<file path="src/rtl/scoreboard_counter_multi.sv">
// scoreboard_counter_multi
//
// Register-dependency scoreboard for the issue stage. Each architectural
// register (except register 0, which is hardwired and never busy) owns a
// saturating pending-write counter. Issue increments the counter of the
// destination register, writeback/commit decrements it, and any number of
// query ports report whether a register still has writes in flight.
//
// Ports:
//   clk       rising-edge clock
//   rst_n     asynchronous active-low reset, clears all counters and sb_err
//   rdy       global enable; when low all state holds (flush still acts)
//   flush     clears every counter, overrides all other updates
//   wr_en     issue of an instruction that writes wr_addr
//   wr_addr   destination register at issue
//   wr_full   counter[wr_addr] is at its maximum, issue must stall
//   fin_en    a write to fin_addr has completed
//   fin_addr  completed destination register
//   rd_en     per-port query enable
//   rd_addr   packed query addresses, port i at [i*LOG_REG_CNT +: LOG_REG_CNT]
//   rd_busy   port i: rd_en[i] and the counter is nonzero
//   rd_cnt    port i: counter value, 0 when rd_en[i] is low
//   sb_err    sticky protocol error (overflow / underflow attempt)
//
// Optional feature macro: SCOREBOARD_ERR_CHECK_EN
//   defined   -> sb_err latches on an issue to a full counter or a finish to
//                an empty counter (same-address issue+finish pairs excluded)
//   undefined -> no check logic, sb_err is tied low
//
// All outputs are combinational from the counter state; there is no bypass,
// so an update is visible one cycle after the edge that applies it.

module scoreboard_counter_multi #(
  parameter int REG_CNT     = 32,
  parameter int LOG_REG_CNT = 5,
  parameter int CNT_W       = 3,
  parameter int NUM_RD      = 3
) (
  input  logic                          clk,
  input  logic                          rst_n,
  input  logic                          rdy,
  input  logic                          flush,
  input  logic                          wr_en,
  input  logic [LOG_REG_CNT-1:0]        wr_addr,
  output logic                          wr_full,
  input  logic                          fin_en,
  input  logic [LOG_REG_CNT-1:0]        fin_addr,
  input  logic [NUM_RD-1:0]             rd_en,
  input  logic [NUM_RD*LOG_REG_CNT-1:0] rd_addr,
  output logic [NUM_RD-1:0]             rd_busy,
  output logic [NUM_RD*CNT_W-1:0]       rd_cnt,
  output logic                          sb_err
);

  localparam logic [CNT_W-1:0] CNT_MAX = '1;

  // Register 0 has no storage; its counter is implicitly zero.
  logic [CNT_W-1:0] cnt_q [1:REG_CNT-1];
  logic [CNT_W-1:0] cnt_d [1:REG_CNT-1];

  // One-hot decode of the issue and finish addresses. Address 0 and any
  // address at or beyond REG_CNT decode to no bit at all, which is how those
  // addresses end up ignored without extra special-casing.
  logic [REG_CNT-1:1] wr_hit;
  logic [REG_CNT-1:1] fin_hit;

  always_comb begin
    wr_hit  = '0;
    fin_hit = '0;
    for (int r = 1; r < REG_CNT; r++) begin
      wr_hit[r]  = wr_en  && (wr_addr  == LOG_REG_CNT'(r));
      fin_hit[r] = fin_en && (fin_addr == LOG_REG_CNT'(r));
    end
  end

  // Per-register next state. Flush beats everything, rdy=0 freezes, and an
  // issue and finish to the same register cancel out even at the limits.
  // Otherwise increments saturate at max and decrements stop at zero.
  always_comb begin
    for (int r = 1; r < REG_CNT; r++) begin
      cnt_d[r] = cnt_q[r];
      if (flush) begin
        cnt_d[r] = '0;
      end else if (rdy && !(wr_hit[r] && fin_hit[r])) begin
        if (wr_hit[r] && (cnt_q[r] != CNT_MAX)) begin
          cnt_d[r] = cnt_q[r] + CNT_W'(1);
        end else if (fin_hit[r] && (cnt_q[r] != '0)) begin
          cnt_d[r] = cnt_q[r] - CNT_W'(1);
        end
      end
    end
  end

  // Counter state register.
  always_ff @(posedge clk or negedge rst_n) begin
    if (!rst_n) begin
      for (int r = 1; r < REG_CNT; r++) begin
        cnt_q[r] <= '0;
      end
    end else begin
      for (int r = 1; r < REG_CNT; r++) begin
        cnt_q[r] <= cnt_d[r];
      end
    end
  end

  // Issue-side full indication: look up the destination counter directly,
  // independent of wr_en and rdy so issue can stall before asserting wr_en.
  always_comb begin
    wr_full = 1'b0;
    for (int r = 1; r < REG_CNT; r++) begin
      if ((wr_addr == LOG_REG_CNT'(r)) && (cnt_q[r] == CNT_MAX)) begin
        wr_full = 1'b1;
      end
    end
  end

  // Query ports: each port independently muxes the addressed counter out of
  // the current state. Unmatched addresses (0 or out of range) read as zero.
  logic [CNT_W-1:0] port_val [NUM_RD];

  always_comb begin
    rd_busy = '0;
    rd_cnt  = '0;
    for (int i = 0; i < NUM_RD; i++) begin
      port_val[i] = '0;
      for (int r = 1; r < REG_CNT; r++) begin
        if (rd_addr[i*LOG_REG_CNT +: LOG_REG_CNT] == LOG_REG_CNT'(r)) begin
          port_val[i] = cnt_q[r];
        end
      end
      if (rd_en[i]) begin
        rd_cnt[i*CNT_W +: CNT_W] = port_val[i];
        rd_busy[i]               = (port_val[i] != '0);
      end
    end
  end

`ifdef SCOREBOARD_ERR_CHECK_EN
  logic err_event;
  logic sb_err_q;

  // An overflow or underflow attempt only counts on a cycle that would
  // otherwise update state; same-register issue+finish pairs are legal.
  always_comb begin
    err_event = 1'b0;
    if (!flush && rdy) begin
      for (int r = 1; r < REG_CNT; r++) begin
        if (wr_hit[r] && !fin_hit[r] && (cnt_q[r] == CNT_MAX)) begin
          err_event = 1'b1;
        end
        if (fin_hit[r] && !wr_hit[r] && (cnt_q[r] == '0)) begin
          err_event = 1'b1;
        end
      end
    end
  end

  // Sticky error flag, cleared only by reset.
  always_ff @(posedge clk or negedge rst_n) begin
    if (!rst_n) begin
      sb_err_q <= 1'b0;
    end else if (err_event) begin
      sb_err_q <= 1'b1;
    end
  end

  assign sb_err = sb_err_q;
`else
  assign sb_err = 1'b0;
`endif

endmodule

</file>
<file path="config.mk">
export PLATFORM = sky130hd
export DESIGN_NAME = scoreboard_counter_multi
export DESIGN_NICKNAME = d
export VERILOG_FILES = /design/src/rtl/scoreboard_counter_multi.sv
export SDC_FILE = /design/constraint.sdc
export NUM_CORES = 1
export LEC_CHECK = 0
export BUFFER_PORTS_ARGS = -buffer_cell sky130_fd_sc_hd__buf_2
export CAP_MARGIN = 20
export CORE_MARGIN = 10
export CORE_UTILIZATION = 45
export DETAILED_ROUTE_END_ITERATION = 10
export GPL_ROUTABILITY_DRIVEN = 0
export HOLD_SLACK_MARGIN = 0.03
export RECOVER_POWER = 25
export SYNTH_ARGS = -nofsm -noshare
export SYNTH_HDL_FRONTEND = slang
export SYNTH_SLANG_ARGS = --single-unit
</file>
<file path="constraint.sdc">
create_clock -name clk -period 3.75 [get_ports clk]
set_input_delay 0.5625 -clock clk [delete_from_list [all_inputs] [get_ports clk]]
set_output_delay 0.5625 -clock clk [all_outputs]
set_load 0.005 [all_outputs]
</file>
==> metrics.txt <==
total inserted antenna cells=0; largest register by flop count=cnt_q; count of cell types in the netlist=88; total via count in the routed design=12500; leading post-synthesis cells by instance count=141 x nor2_1, 129 x a21oi_1, 113 x o21ai_0; TritonCTS Buffers=9; final cell count without fillers=1815; via count of the first global-routing pass=11300; I/O Buffers=46; count of fill cells added during filler insertion=2451; Cell Area, Synth=11000 um2; combinational family with the most area after synthesis=compound AO/OA/AOI/OAI gates; clock root buffer=clkbuf_16; crit path launch type=register; maximum fanout along the worst path=8; layout cells sized above 1=11.3%; detail-routed via count per cell=6.89; Post-Synth Adder-Cell Area=5.66%; critical path data arrival time=3.08 ns; net total in the final layout=1551; most frequently used cell type in the post-synthesis netlist=nor2_1; Chip Width=176 um; register bit total from synthesis=93; fraction of post-synthesis cell area in the top cell type by area=21.2%; Final Util=49.3%; cell depth of the worst min-delay path=2; final-layout worst hold slack=0.620 ns; P_leak=4.55 nW; time the worst path needs with I/O delays and setup=3.64 ns; CTS clk-pin slew, worst paths=0.07 ns; critical path class=reg2out; sum of routed wire length over all layers=46900 um; final cycle utilization of the critical path=97.2%; Die Area=31000 um2; clock tree from TritonCTS=done; final hold violation count=0; registers with the most flip-flops=cnt_q: 93 flops; setup slack at placement=0.272 ns; starting density of the core=45.4%; status=finished, violations left; slew at the pin closest to its max-slew limit=1.86 ns; combined buffer and inverter count along the critical path=1; xor-xnor portion of the synthesized cell area=5.76%; max incr delay on CP=0.54 ns; Fin Setup TNS=0 ns; multiplexer area fraction after synthesis=4.79%; routed wirelength normalized by instance count=25.8 um; placement row count=57; flip-flop count of the largest register, all copies and words added=93; predominant post-synthesis flop cell=dfrtp_1; crit-path leading delay family=simple AND/OR/NAND/NOR gates; sinks on the clock net=93; unrepaired setup endpoints after global routing=no; worst-path cell chain=mux2_2 > a221oi_1 > a2111o_1 > a21oi_2 > or4b_1 > a32o_1 > or3_1 > buf_2; fraction of registers with async set/reset=100%; count of cells along the worst register-to-register path=6; power density normalized to cell area=216 nW/um2; global-route wire length before repair=70000 um; slowest library cell on the worst path=or4b_1; total half-perimeter wirelength after legalization and detailed placement=36000 um; antenna violations before repair=2; area overhead of the layout relative to synthesis=8.51%; largest clock skew in the final design=0.0102 ns; Post-DRT Antenna Nets=0; final setup violating endpoints=0; syn nets=1542; Ports=48; number of warnings issued by yosys=0; initial detailed-routing violation count=2442; compound-gate portion of the synthesized area=29.3%; H-tree depth reported by CTS=3; Final Max Slew Viols=67; post-synthesis cell count=1477; final setup margin=0.106 ns; Post-Synth Simple-Gate Area=25.6%; sum of overflow across all layers after global routing=0; clock latency reported for the late side of the worst-skew pair=0.37 ns; total of max-cap violations=1; cell type with the largest total area after synthesis=dfrtp_1; largest net degree at the start of global routing=94; Placed Cells incl. Taps=1799; sequential share of the synthesized area=21.2%; ranking of synthesized cells by area=dfrtp_1 21%, a21oi_1 5.9%, fa_1 5.7%; maximum vdd ir drop=0.221 mV; per-instance average area after synthesis=7.42 um2; die height=176 um; total stage count of the critical path=8; maximum number of buffers from clock root to sink=2; Slew headroom=-24.0%; worst min-delay path class=reg2reg; count of flip-flops with a built-in enable after synthesis=0; DRC violations left=0; violations in the final reports=max-capacitance violations, max-slew violations; core area=24100 um2; first-pass iteration count of the detailed router=6; overall fraction of global-route tracks in use=29.2%; maximum clock rate=0.274 GHz; worst endpoint required time=3.19 ns; crit end category=primary output
## metrics by stage
stage,total power [mW],cell area [um2]
floorplan,1.44,11000
global placement,1.66,11600
detailed placement,1.66,11600
CTS,2.55,11900
global route,2.65,11900
finish,2.57,11900
## cell usage in the layout, fill, tap and decap left out, types with 15 or more instances in the layout
cell,Yosys,routed
a2111oi_0,21,21
a21oi_1,129,129
a31oi_1,18,18
and3_1,18,18
buf_2,34,44
buf_4,2,64
dfrtp_1,93,91
fa_1,31,31
inv_1,95,95
mux2_2,15,15
mux2i_1,31,31
nand2_1,81,81
nand2b_1,29,29
nand3_1,56,56
nand4_1,16,16
nor2_1,141,141
nor2b_1,29,29
nor3_1,50,50
nor3b_1,15,15
o21ai_0,113,113
o22ai_1,24,24
or3_1,34,34
xnor2_1,47,47
xor2_1,25,25
## routing by layer
| layer | GRT usage (%) | share of wire, % |
|---|---|---|
| met1 | 39.6 | 39 |
| met5 | 0 | 0.058 |
| met3 | 7.37 | 14 |
| met4 | 14.8 | 5.7 |
| met2 | 42.1 | 41 |
## power by group
part           leakage [nW]  switching, mW  internal (mW)
Sequential             1.29         0.0225           1.01
Clock                 0.122          0.444          0.452
Combinational          3.13          0.422          0.217
Total                  4.55          0.888           1.68
## final cells by class
type / count / area [um2] / area share, %
multi-input cells: 1175 / 7790 / 65.5
flip-flops and latches: 93 / 2330 / 19.6
repair buffers: 111 / 737 / 6.20
well taps: 324 / 405 / 3.41
inverters: 96 / 360 / 3.03
clock buffers: 11 / 233 / 1.96
clock inverters: 5 / 36.3 / 0.305
## cells by family after synthesis
family                   count (synthesis)
AO/OA/AOI/OAI                          486
adder cells (fa/ha/maj)                 31
other                                    1
multiplexers                            48
flip-flops                              93
AND/OR/NAND/NOR                        537
buffers and inverters                  209
XOR/XNOR                                72
## worst paths after layout
| path | start | end | slack (ns) |
|---|---|---|---|
| worst max-delay path | cnt_q[91] | rd_busy[2] | 0.11 |
| worst min-delay path | cnt_q[40] | cnt_q[40] | 0.62 |
| worst max register to register | cnt_q[58] | cnt_q[58] | 1.24 |
| worst min register to register | cnt_q[40] | cnt_q[40] | 0.62 |
| max in group asynchronous | rst_n | cnt_q[91] | 1.81 |
| min in group asynchronous | rst_n | cnt_q[36] | 0.69 |
## worst min-delay path: stages, from the launching register on
cell	delay [ns]
dfrtp_1	0.44
nand2_1	0.08
a21oi_1	0.06
## repair_timing
action / in CTS / in global routing
endpoints found under the setup margin: 0 / 1
hold buffers: 0 / 0
resized for setup: 0 / 3
buffers inserted: 0 / 0
Note: power is estimated with default switching activity, not from simulation.
